## src/rtl/histo_sched_pkg.sv

```systemverilog
// Shared types and default parameters for the histogram frame scheduler.
// Latency: n/a (declarations only).
// Backpressure: n/a.
package histo_sched_pkg;

  localparam int SYNC_STAGES_DEF    = 2;
  localparam int TIMEOUT_CYCLES_DEF = 4000000;  // 32 ms at 125 MHz
  localparam int FRAME_ID_W_DEF     = 8;

  typedef enum logic [2:0] {
    IDLE      = 3'd0,
    ARM       = 3'd1,
    WAIT_FV   = 3'd2,
    CAPTURE   = 3'd3,
    SEND      = 3'd4,
    WAIT_DONE = 3'd5
  } state_t;

endpackage

```

## src/rtl/histo_sched_edge_sync.sv

```systemverilog
// Synchronizes an asynchronous level and emits a one-cycle registered rising-edge pulse.
// Latency: rise asserts SYNC_STAGES+1 cycles after async_in rises.
// Backpressure: none; every edge produces exactly one pulse.
module histo_sched_edge_sync #(
  parameter int SYNC_STAGES = 2
) (
  input  logic clk,
  input  logic reset,
  input  logic async_in,
  output logic rise
);

  logic [SYNC_STAGES-1:0] sync_q;
  logic                   prev_q;
  logic                   rise_q;

  // Synchronizer chain, delayed copy of its output, and registered edge pulse.
  always_ff @(posedge clk) begin
    if (reset) begin
      sync_q <= '0;
      prev_q <= 1'b0;
      rise_q <= 1'b0;
    end else begin
      sync_q <= {sync_q[SYNC_STAGES-2:0], async_in};
      prev_q <= sync_q[SYNC_STAGES-1];
      rise_q <= sync_q[SYNC_STAGES-1] & ~prev_q;
    end
  end

  assign rise = rise_q;

endmodule

```

## src/rtl/histo_frame_scheduler.sv

```systemverilog
// Sequences one camera frame per fsin trigger: arm, capture, histogram readout handshake.
// Latency: cam_en/histo_clear pulse SYNC_STAGES+2 cycles after fsin rises.
// Backpressure: send_req held until send_ack; extra triggers while busy are dropped and flagged.
module histo_frame_scheduler
  import histo_sched_pkg::*;
#(
  parameter int SYNC_STAGES    = SYNC_STAGES_DEF,
  parameter int TIMEOUT_CYCLES = TIMEOUT_CYCLES_DEF,
  parameter int FRAME_ID_W     = FRAME_ID_W_DEF
) (
  input  logic                  clk,
  input  logic                  reset,
  input  logic                  enable,
  input  logic                  fsin,
  input  logic                  frame_valid,
  input  logic                  send_ack,
  input  logic                  send_done,
  input  logic                  clear_errors,
  output logic                  cam_en,
  output logic                  histo_clear,
  output logic                  send_req,
  output logic [FRAME_ID_W-1:0] frame_id,
  output logic                  busy,
  output logic                  overrun,
  output logic                  timeout
);

  localparam int             WD_W    = $clog2(TIMEOUT_CYCLES + 1);
  localparam logic [WD_W-1:0] WD_LAST = WD_W'(TIMEOUT_CYCLES - 1);

  logic                  fsin_rise;
  state_t                state_q;
  logic [WD_W-1:0]       wd_q;
  logic [FRAME_ID_W-1:0] frame_id_q;
  logic                  fv_prev_q;
  logic                  cam_en_q;
  logic                  histo_clear_q;
  logic                  send_req_q;
  logic                  busy_q;
  logic                  overrun_q;
  logic                  timeout_q;

  histo_sched_edge_sync #(
    .SYNC_STAGES (SYNC_STAGES)
  ) u_fsin_sync (
    .clk      (clk),
    .reset    (reset),
    .async_in (fsin),
    .rise     (fsin_rise)
  );

  // Frame sequencer with watchdog, frame counter and sticky flags; all outputs registered.
  // The watchdog defaults to zero each cycle, so it clears on every state change and only
  // holds a count while parked in WAIT_FV or WAIT_DONE. busy tracks the state being entered.
  always_ff @(posedge clk) begin
    if (reset) begin
      state_q       <= IDLE;
      wd_q          <= '0;
      frame_id_q    <= '0;
      fv_prev_q     <= 1'b0;
      cam_en_q      <= 1'b0;
      histo_clear_q <= 1'b0;
      send_req_q    <= 1'b0;
      busy_q        <= 1'b0;
      overrun_q     <= 1'b0;
      timeout_q     <= 1'b0;
    end else begin
      cam_en_q      <= 1'b0;
      histo_clear_q <= 1'b0;
      wd_q          <= '0;
      fv_prev_q     <= frame_valid;

      // Clear first so a simultaneous set below takes precedence.
      if (clear_errors) begin
        overrun_q <= 1'b0;
        timeout_q <= 1'b0;
      end
      // Triggers are never queued: outside IDLE they only raise the flag.
      if (fsin_rise && (state_q != IDLE)) begin
        overrun_q <= 1'b1;
      end

      case (state_q)
        IDLE: begin
          if (enable && fsin_rise) begin
            state_q       <= ARM;
            cam_en_q      <= 1'b1;
            histo_clear_q <= 1'b1;
            busy_q        <= 1'b1;
          end
        end
        ARM: begin
          state_q <= WAIT_FV;
        end
        WAIT_FV: begin
          // Only a fresh rising edge starts capture, so a frame already underway is skipped.
          if (frame_valid && !fv_prev_q) begin
            state_q <= CAPTURE;
          end else if (wd_q == WD_LAST) begin
            state_q   <= IDLE;
            timeout_q <= 1'b1;
            busy_q    <= 1'b0;
          end else begin
            wd_q <= wd_q + WD_W'(1);
          end
        end
        CAPTURE: begin
          if (!frame_valid && fv_prev_q) begin
            state_q    <= SEND;
            send_req_q <= 1'b1;
          end
        end
        SEND: begin
          if (send_ack) begin
            send_req_q <= 1'b0;
            if (send_done) begin
              state_q    <= IDLE;
              frame_id_q <= frame_id_q + FRAME_ID_W'(1);
              busy_q     <= 1'b0;
            end else begin
              state_q <= WAIT_DONE;
            end
          end
        end
        WAIT_DONE: begin
          if (send_done) begin
            state_q    <= IDLE;
            frame_id_q <= frame_id_q + FRAME_ID_W'(1);
            busy_q     <= 1'b0;
          end else if (wd_q == WD_LAST) begin
            state_q   <= IDLE;
            timeout_q <= 1'b1;
            busy_q    <= 1'b0;
          end else begin
            wd_q <= wd_q + WD_W'(1);
          end
        end
        default: begin
          state_q    <= IDLE;
          send_req_q <= 1'b0;
          busy_q     <= 1'b0;
        end
      endcase
    end
  end

  assign cam_en      = cam_en_q;
  assign histo_clear = histo_clear_q;
  assign send_req    = send_req_q;
  assign frame_id    = frame_id_q;
  assign busy        = busy_q;
  assign overrun     = overrun_q;
  assign timeout     = timeout_q;

endmodule
```

## config.mk

```make
export PLATFORM = sky130hd
export DESIGN_NAME = histo_frame_scheduler
export DESIGN_NICKNAME = d
export VERILOG_FILES = /design/src/rtl/histo_sched_pkg.sv /design/src/rtl/histo_sched_edge_sync.sv /design/src/rtl/histo_frame_scheduler.sv
export SDC_FILE = /design/constraint.sdc
export NUM_CORES = 1
export LEC_CHECK = 0
export ABC_AREA = 1
export BUFFER_PORTS_ARGS = -buffer_cell sky130_fd_sc_hd__buf_4
export CORE_AREA = 2 2 65 67
export DETAILED_ROUTE_END_ITERATION = 8
export DIE_AREA = 0 0 67 69
export PLACE_DENSITY = 0.9
export SYNTH_ARGS = -nofsm -noshare
export SYNTH_HDL_FRONTEND = slang
export SYNTH_SLANG_ARGS = --single-unit
```

## constraint.sdc

```tcl
create_clock -name clk -period 2.9 [get_ports clk]
set_input_delay 0.145 -clock clk [delete_from_list [all_inputs] [get_ports clk]]
set_output_delay 0.145 -clock clk [all_outputs]
set_load 0.1 [all_outputs]
```

==> flow_summary.toml, run 1 <==
[power_and_ir_drop]
p_comb_frac = 0.059
clockPowerShare = 0.413
p_switching_w = 0.000265
sw_frac_of_total = 0.233
ir_drop_mv = 0.366
p_int_w = 0.000873
powerDensity_nw_per_um2 = 449
leakage_nw = 1.05
power.share.sequential = 0.528

[synth]
synth_cells = 298
synth_edf_count = 0
ys_ff_latch = 43
avgSynthCellArea_um2 = 7.51
synth_top_area_frac = 0.385
synth_cell_types = 39
synth_common_cells = "nand2_1, nor2_1, dfxtp_1"
ys.warnings.count = 0
ys_seq_area_frac = 0.385
synth_area_leaders = "dfxtp_1, nand2_1, nor2_1"
yosysTopAreaCell = "dfxtp_1"
netlist_area_um2 = 2240
async_reset_ff_frac = 0
syn-num-nets = 308
yosys_most_used_dff = "dfxtp_1"
post-synth-top-count-cell = "nand2_1"

[sta]
fmax_mhz = 613
period_share = 0.562
final_max_slew_viol_count = 0
fin_setup_tns_ns = 0
post-route-min-period_ns = 1.63
skew_ns = 0.00692
finalHoldWorstSlack_ns = 0.0440
rsz0062_at_grt = "false"
slew_headroom = 0.709
finalHoldViolations = 0
setup_viol_count_final = 0
worst_pin_slew_ns = 0.437

[cells_and_area]
final_core_util = 0.648
fillCellCount = 354
drive_gt1_frac = 0.208
area_growth_pct = 13.3
final_net_count = 331
diodes = 0

[routing]
wl_per_cell_um = 12.0
viasPerCell = 5.20
vias = 1933
ant_nets = 0
dr.first_iter.drc_count = 124
wl_um = 4460
drc = 0
dr.pass1.iters = 4

[worst_hold_path]
holdCritStartpoint = "fsin"
hold_path_class = "input port to register"

[critical_path]
required_ns = 3.10
reg2reg_from = "wd_q[0]"
critPathCaptureType = "register"
critPathLaunchType = "register"
crit_path_max_fanout = 22
crit_type = "register to register"
critPathLaunch = "wd_q[0]"
cp_data_arrival_time_ns = 1.83

[clock_tree]
clock_sinks = 43
cts_setup_buffers = 0
numCtsBuffers = 5
cts_max_path_buffers = 2
cts_tree = "done"
cts-resized-gates = 0
htreeDepth = 2
clk_pin_slew_ns = 0.09
cts_hold_buf = 0
root_buffer = "clkbuf_8"
clkLatencyLatePin_ns = 0.30

[floorplan]
fp.dieH_um = 69
fp-row-count = 23
die_w_um = 67
die-area_um2 = 4620
ioPinCount = 22
start_util = 0.572
core_area_um2 = 3910

[placement]
gp_congestion = 0.901
port_buffers = 21
dp_hpwl_um = 3360

[status]
outcome = "finished clean"

[run]
cap_violations = 0

[global_routing]
grt_max_degree = 23
grt_pass1_wl_um = 7730
grtUsageTotal = 0.212
grt_pass1_vias = 1820
antenna_found_initial = 0
grt-ovfl-total = 0
==> routing by layer <==
| metal | track usage | share of wire | up-vias |
|---|---|---|---|
| met4 | 0.0635 | 0.0027 | 0 |
| met5 | 0 | 0 | - |
| met1 | 0.267 | 0.45 | 894 |
| met3 | 0.0555 | 0.042 | 2 |
| li1 | - | - | 988 |
| met2 | 0.349 | 0.51 | 49 |
==> cell families (layout without fill, tap and decap cells) <==
| group | count (synthesis) | count (layout) | share of synthesized area |
|---|---|---|---|
| flip-flops | 43 | 43 | 0.385 |
| XOR/XNOR | 13 | 13 | 0.0509 |
| AND/OR/NAND/NOR | 160 | 160 | 0.383 |
| adder cells (fa/ha/maj) | 2 | 2 | 0.0112 |
| AO/OA/AOI/OAI | 27 | 27 | 0.0727 |
| buffers and inverters | 53 | 77 | 0.0973 |
==> power by group through the flow <==
stage	clock network [W]	registers [W]	logic, W
floorplan	0	0.000633	0.0000317
global placement	0	0.000615	0.0000652
detailed placement	0	0.000615	0.0000669
CTS	0.000474	0.000601	0.0000671
global route	0.000502	0.000602	0.0000736
finish	0.000470	0.000601	0.0000672
==> worst max-delay path, cell delays in order (launching register included) <==
cell     delay [ns]
dfxtp_1        0.41
ha_1           0.26
nand3_4        0.13
nor2_8         0.20
nand3_4        0.12
nand3_4        0.23
a21o_1         0.12
nor2_1         0.03
==> cells in the final DEF, fill, tap and decap left out, types with 2 or more instances in the layout <==
cell type,count
nor3_1,9
xnor2_1,6
a21oi_1,12
a21o_1,2
clkbuf_8,5
nor3_2,4
nand3_4,4
nor3b_1,2
ha_1,2
buf_4,21
nor2_2,4
nand2_1,50
nand3_2,4
inv_2,7
nand2_2,4
nand4_1,8
o21ai_1,2
xor2_1,7
nor2_4,2
nand3_1,14
inv_1,40
o21ai_0,7
dfxtp_1,43
nor2_1,47
==> area by class of cell <==
| class | instances | area, um^2 | share of cell area |
|---|---|---|---|
| Clock buffer | 5 | 68.8 | 0.0271 |
| Clock inverter | 3 | 43.8 | 0.0173 |
| Inverter | 48 | 183 | 0.0721 |
| Multi-Input combinational cell | 202 | 1160 | 0.457 |
| Sequential cell | 43 | 861 | 0.340 |
| Tap cell | 50 | 62.6 | 0.0247 |
| Timing Repair Buffer | 21 | 158 | 0.0622 |
==> state kept, by name (all words and copies together) (netlist names) <==
register	flops
wd_q	22
frame_id	8
state_q	3
u_fsin_sync.sync_q	2
busy	1
fv_prev_q	1
histo_clear	1
overrun	1
send_req	1
timeout	1
u_fsin_sync.prev_q	1
u_fsin_sync.rise	1
==> metrics by stage <==
step	cells	area [um^2]	setup slack (ns)	power (W)
global placement	364	2420	1.33	0.000680
floorplan	298	2240	0.857	0.000664
finish	372	2530	1.27	0.00114
CTS	372	2530	1.25	0.00114
detailed placement	364	2420	1.27	0.000682
global route	372	2530	1.15	0.00118
==> worst paths after layout <==
check	endpoint	slack (ns)	cells after the start
setup reg to reg	wd_q[21]	1.27	7
setup / recovery	wd_q[21]	1.27	7
hold / removal	u_fsin_sync.sync_q[0]	0.04	3
hold reg to reg	u_fsin_sync.rise	0.41	1
(Power assumes the default switching activity.)
==> inputs of run 2 (changes only) <==
--- a/config.mk
+++ b/config.mk
@@ -5,12 +5,12 @@
 export SDC_FILE = /design/constraint.sdc
 export NUM_CORES = 1
 export LEC_CHECK = 0
-export ABC_AREA = 1
+export ABC_AREA = 0
 export BUFFER_PORTS_ARGS = -buffer_cell sky130_fd_sc_hd__buf_4
 export CORE_AREA = 2 2 65 67
 export DETAILED_ROUTE_END_ITERATION = 8
 export DIE_AREA = 0 0 67 69
-export PLACE_DENSITY = 0.9
+export PLACE_DENSITY = 0.84
 export SYNTH_ARGS = -nofsm -noshare
 export SYNTH_HDL_FRONTEND = slang
 export SYNTH_SLANG_ARGS = --single-unit
==> constraint.sdc (replaced) <==
create_clock -name clk -period 1.3 [get_ports clk]
set_input_delay 0.065 -clock clk [delete_from_list [all_inputs] [get_ports clk]]
set_output_delay 0.065 -clock clk [all_outputs]
set_load 0.1 [all_outputs]
==> flow_summary.toml, run 2 <==
[floorplan]
fp-row-count = 23
start_util = 0.497
ioPinCount = 22
die-area_um2 = 4620
fp.dieH_um = 69
core_area_um2 = 3910
die_w_um = 67

[cells_and_area]
final_net_count = 313
drive_gt1_frac = 0.438
largest_reg_flops = 22
stdcell_count = 354
diodes = 0
design_area_um2 = 2940
layout_commonest_cell = "buf_4"
fillCellCount = 255
regMostFlops = "wd_q"
area_growth_pct = 51.2
mostFrequentLayoutCells = "buf_4, nor2_1, dfxtp_1"

[sta]
setup_viol_count_final = 28
setup_ws_ns = -0.377
slew_headroom = 0.704
period_share = 1.29
finalHoldViolations = 0
post-route-min-period_ns = 1.68
final_max_slew_viol_count = 0
worst_pin_slew_ns = 0.442
rsz0062_at_grt = "true"
skew_ns = 0.00902
fmax_mhz = 596

[clock_tree]
cts_tree = "done"
clkLatencyLatePin_ns = 0.31
cts_max_path_buffers = 2
clk_pin_slew_ns = 0.09
numCtsBuffers = 5
clock_sinks = 43
root_buffer = "clkbuf_8"
htreeDepth = 2

[synth]
yosysTopAreaCell = "dfxtp_1"
netlist_area_um2 = 1950
ys_seq_area_frac = 0.442
synth_area_leaders = "dfxtp_1, nor2_1, xor2_1"
synth_cells = 224
synth_cell_types = 42
ys_ff_latch = 43
async_reset_ff_frac = 0
syn-num-nets = 234
synth_edf_count = 0
ys.warnings.count = 0
synth_common_cells = "dfxtp_1, nor2_1, nand2_1, xor2_1, nand3_1"
avgSynthCellArea_um2 = 8.69
post-synth-top-count-cell = "dfxtp_1"
yosys_most_used_dff = "dfxtp_1"
synth_top_area_frac = 0.442

[placement]
dp_hpwl_um = 3340
place_area_um2 = 2500
gp_congestion = 0.892
dp_cells = 331
place_ws_ns = -0.391
port_buffers = 21

[global_routing]
grtUsageTotal = 0.240
grt_pass1_wl_um = 8500
grt_pass1_vias = 1878
grt_max_degree = 23
grt-ovfl-total = 0
antenna_found_initial = 0

[critical_path]
critPathCaptureType = "register"
reg2reg_slack_ns = -0.38
required_ns = 1.49
crit_type = "register to register"
critPathLaunchType = "register"
cp_data_arrival_time_ns = 1.87
crit_path_max_fanout = 2

[routing]
ant_nets = 0
vias = 1998
dr.pass1.iters = 4
drc = 0
viasPerCell = 5.64
wl_per_cell_um = 16.1
dr.first_iter.drc_count = 162
wl_um = 5680

[status]
outcome = "finished, violations left"
violations = "setup timing"

[power_and_ir_drop]
leakage_nw = 1.14
ir_drop_mv = 0.735
powerDensity_nw_per_um2 = 1010

[run]
cap_violations = 0

[worst_hold_path]
hold_path_class = "input port to register"
-- run 2: changes by cell type after synthesis, moves of 4 or more --
| cell | previous run | this run |
|---|---|---|
| a211oi_1 | 0 | 4 |
| inv_1 | 40 | 4 |
| inv_2 | 7 | 0 |
| nand2_1 | 50 | 14 |
| nand2b_1 | 0 | 4 |
| nand3_4 | 4 | 0 |
| nor2_1 | 47 | 41 |
| nor2_2 | 4 | 0 |
| nor2b_1 | 0 | 6 |
| nor3_1 | 9 | 5 |
| xnor2_1 | 6 | 11 |
| xor2_1 | 7 | 14 |
-- run 2: worst max-delay path: stages, from the launching register on --
cell and delay, ns:
dfxtp_2 0.33, or4b_4 0.56, nor3_1 0.31, nand3_1 0.15
a21oi_1 0.15, nor4_1 0.06
-- run 2: power by group --
| group | internal (W) | switching (W) | total [W] |
|---|---|---|---|
| Combinational | 0.000159 | 0.000219 | 0.000378 |
| Clock | 0.000768 | 0.000471 | 0.00124 |
| Sequential | 0.00133 | 0.0000248 | 0.00135 |
-- run 2: worst paths after layout --
path | start | to | cells after the start
setup / recovery | wd_q[10] | state_q[1] | 5
hold reg to reg | u_fsin_sync.prev_q | u_fsin_sync.rise | 1
hold / removal | clear_errors | timeout | 4
setup reg to reg | wd_q[10] | state_q[1] | 5
-- run 2: layout make-up --
cell class	instances	area [um^2]	share of cell area
Tap cell	50	62.6	0.0213
Clock buffer	6	72.6	0.0247
Clock inverter	2	60.1	0.0204
Timing Repair Buffer	75	596	0.202
Inverter	4	22.5	0.00766
Sequential cell	43	897	0.305
Multi-Input combinational cell	174	1230	0.419
-- run 2: per-layer routing --
layer	up-vias	track usage	share of wire
met2	98	0.381	0.49
li1	942	-	-
met1	927	0.291	0.40
met4	0	0.109	0.044
met5	-	0	0
met3	31	0.0750	0.068
-- run 2: repair_timing --
| action | in CTS | in global routing |
|---|---|---|
| endpoints found under the hold margin | 2 | 0 |
| pin swaps | 10 | 3 |
| gates resized for setup | 19 | 22 |
| cloned | 3 | 1 |
| endpoints found under the setup margin | 31 | 34 |
| hold buffers | 2 | 0 |
| setup buffers | 3 | 6 |
-- run 2: logic make-up after synthesis --
family | count (synthesis) | share of synthesized area
and+or+nand+nor | 114 | 0.314
AOI/OAI and AO/OA | 29 | 0.0907
xor gates and xnor gates | 25 | 0.113
buffers and inverters | 11 | 0.0270
DFF | 43 | 0.442
adders and majority gates | 2 | 0.0129
-- run 2: metrics by stage --
stage	hold WS [ns]	TNS (ns)	power (W)	util
2_1_floorplan	0.144	-6.56	0.00155	-
3_3_place_gp	0.289	-7.96	0.00165	0.639
3_5_place_dp	0.292	-8.96	0.00165	0.639
4_1_cts	0.0311	-7.38	0.00290	0.711
5_1_grt	0.0541	-10.33	0.00308	0.752
6_report	0.0296	-8.44	0.00297	0.752
==> inputs of run 3 (changes only) <==
--- a/config.mk
+++ b/config.mk
@@ -7,10 +7,13 @@
 export LEC_CHECK = 0
 export ABC_AREA = 0
 export BUFFER_PORTS_ARGS = -buffer_cell sky130_fd_sc_hd__buf_4
-export CORE_AREA = 2 2 65 67
+export CELL_PAD_IN_SITES_DETAIL_PLACEMENT = 0
+export CELL_PAD_IN_SITES_GLOBAL_PLACEMENT = 1
+export CORE_AREA = 2 2 76 78
 export DETAILED_ROUTE_END_ITERATION = 8
-export DIE_AREA = 0 0 67 69
+export DIE_AREA = 0 0 78 80
 export PLACE_DENSITY = 0.84
 export SYNTH_ARGS = -nofsm -noshare
 export SYNTH_HDL_FRONTEND = slang
+export SYNTH_HIERARCHICAL = 1
 export SYNTH_SLANG_ARGS = --single-unit
==> flow_summary.toml, run 3 <==
[status]
outcome = "finished, violations left"
violations = "setup timing"

[cells_and_area]
mostFrequentLayoutCells = "buf_4, nor2_1, dfxtp_1"
fillCellCount = 483
largest_reg_flops = 22
layout_commonest_cell = "buf_4"
drive_gt1_frac = 0.456
regMostFlops = "wd_q"
area_growth_pct = 50.0
diodes = 0
design_area_um2 = 3090
final_net_count = 318

[critical_path]
required_ns = 1.53
critPathLaunch = "wd_q[1]"
reg2reg_slack_ns = -0.19
critPathLaunchType = "register"
rr_endpoint = "wd_q[16]"
reg2reg_from = "wd_q[1]"
rr_worst_depth = 5
critPathCaptureType = "register"
cp_data_arrival_time_ns = 1.73
crit_type = "register to register"
crit_path_max_fanout = 5

[floorplan]
core_area_um2 = 5410
fp.dieH_um = 80
start_util = 0.381
die_w_um = 78
die-area_um2 = 6240
ioPinCount = 22
fp-row-count = 27

[synth]
async_reset_ff_frac = 0
yosysTopAreaCell = "dfxtp_1"
ys_seq_area_frac = 0.418
synth_common_cells = "dfxtp_1, nor2_1, a21oi_1"
synth_cells = 236
post-synth-top-count-cell = "dfxtp_1"
ys_ff_latch = 43
syn-num-nets = 246
synth_edf_count = 0
synth_cell_types = 53
synth_area_leaders = "dfxtp_1, nor2_1, a21oi_1"
synth_top_area_frac = 0.418
yosys_most_used_dff = "dfxtp_1"
netlist_area_um2 = 2060
avgSynthCellArea_um2 = 8.72
ys.warnings.count = 6

[routing]
ant_nets = 0
dr.pass1.iters = 4
drc = 0
wl_um = 4830
viasPerCell = 5.12
wl_per_cell_um = 12.7
dr.first_iter.drc_count = 45
vias = 1951

[global_routing]
grtUsageTotal = 0.167
grt_pass1_vias = 1907
antenna_found_initial = 0
grt-ovfl-total = 0
grt_max_degree = 22
grt_pass1_wl_um = 8360

[power_and_ir_drop]
p_total_w = 0.00256
ir_drop_mv = 0.568
sw_frac_of_total = 0.237
leakage_nw = 1.15
p_switching_w = 0.000605
power.share.sequential = 0.518
p_comb_frac = 0.080
p_int_w = 0.00195
clockPowerShare = 0.402
powerDensity_nw_per_um2 = 828

[sta]
fin_setup_tns_ns = -3.60
post-route-min-period_ns = 1.49
fmax_mhz = 669
rsz0062_at_grt = "true"
skew_ns = 0.00765
worst_pin_slew_ns = 0.297
setup_ws_ns = -0.194
final_max_slew_viol_count = 0
setup_viol_count_final = 26
slew_headroom = 0.800
finalHoldViolations = 0
period_share = 1.15

[run]
cap_violations = 0

[worst_hold_path]
holdPathStages = 2
hold_path_class = "input port to register"
holdCritStartpoint = "frame_valid"
hold_end = "fv_prev_q"

[clock_tree]
clk_pin_slew_ns = 0.08
clock_sinks = 43
numCtsBuffers = 5
htreeDepth = 2
root_buffer = "clkbuf_8"
clkLatencyLatePin_ns = 0.30
cts_max_path_buffers = 2
cts_tree = "done"

[placement]
place_area_um2 = 2770
dp_hpwl_um = 3380
port_buffers = 21
gp_congestion = 0.767
## run 3: area by class of cell
type | count | area (um^2) | share of cell area
multi-input cells | 167 | 1270 | 0.411
flip-flops and latches | 43 | 918 | 0.297
repair buffers | 79 | 657 | 0.213
well taps | 72 | 90.1 | 0.0292
clock buffers | 5 | 68.8 | 0.0223
inverters | 12 | 45.0 | 0.0146
clock inverters | 3 | 38.8 | 0.0126
## run 3: per-layer routing
layer / vias to the layer above / track usage / part of all wire
li1: 992 / - / -
met1: 915 / 0.201 / 0.45
met2: 32 / 0.283 / 0.50
met3: 12 / 0.0419 / 0.036
met4: 0 / 0.0684 / 0.020
met5: - / 0 / 0
## run 3: worst max-delay path, cell delays in order (launching register included)
cell and delay, ns:
dfxtp_4 0.37, ha_4 0.14, and3_4 0.22, nand4_1 0.18, or3_1 0.41, a21oi_2 0.12
## run 3: power by group through the flow
stage	clock, W	sequential [W]	combinational (W)
3_3_place_gp	0	0.00136	0.000187
6_report	0.00103	0.00132	0.000204
5_1_grt	0.00111	0.00133	0.000220
3_5_place_dp	0	0.00136	0.000187
2_1_floorplan	0	0.00142	0.0000682
4_1_cts	0.00106	0.00133	0.000194
## run 3: cells by family after synthesis
family | Yosys count | share of synthesized area
AND/OR/NAND/NOR | 101 | 0.286
AO/OA/AOI/OAI | 45 | 0.145
flip-flops | 43 | 0.418
buffers and inverters | 26 | 0.0571
XOR/XNOR | 18 | 0.0766
adder cells (fa/ha/maj) | 2 | 0.0122
multiplexers | 1 | 0.00547
## run 3: repair_timing
action / in CTS / in global routing
endpoints found under the hold margin: 1 / 0
buffers inserted: 4 / 3
endpoints found under the setup margin: 33 / 35
hold buffers: 1 / 0
pin swaps: 8 / 6
resized for setup: 14 / 16
## run 3: worst max path at each step
stage	endpoint	slack, ns	cells after the start
global route	wd_q[16]	-0.26	5
floorplan	state_q[0]	-0.12	4
detailed placement	state_q[0]	-0.24	4
CTS	state_q[0]	-0.21	5
finish	wd_q[16]	-0.19	5
global placement	state_q[0]	-0.21	4
## run 3: through the flow
step	instances	utilization	setup slack (ns)	hold slack (ns)
final	381	0.571	-0.194	0.0161
after global routing	381	0.571	-0.263	0.0242
after CTS	378	0.554	-0.209	0.00301
after detailed placement	365	0.512	-0.245	0.284
after global placement	365	0.512	-0.214	0.279
after floorplan	236	-	-0.119	0.136
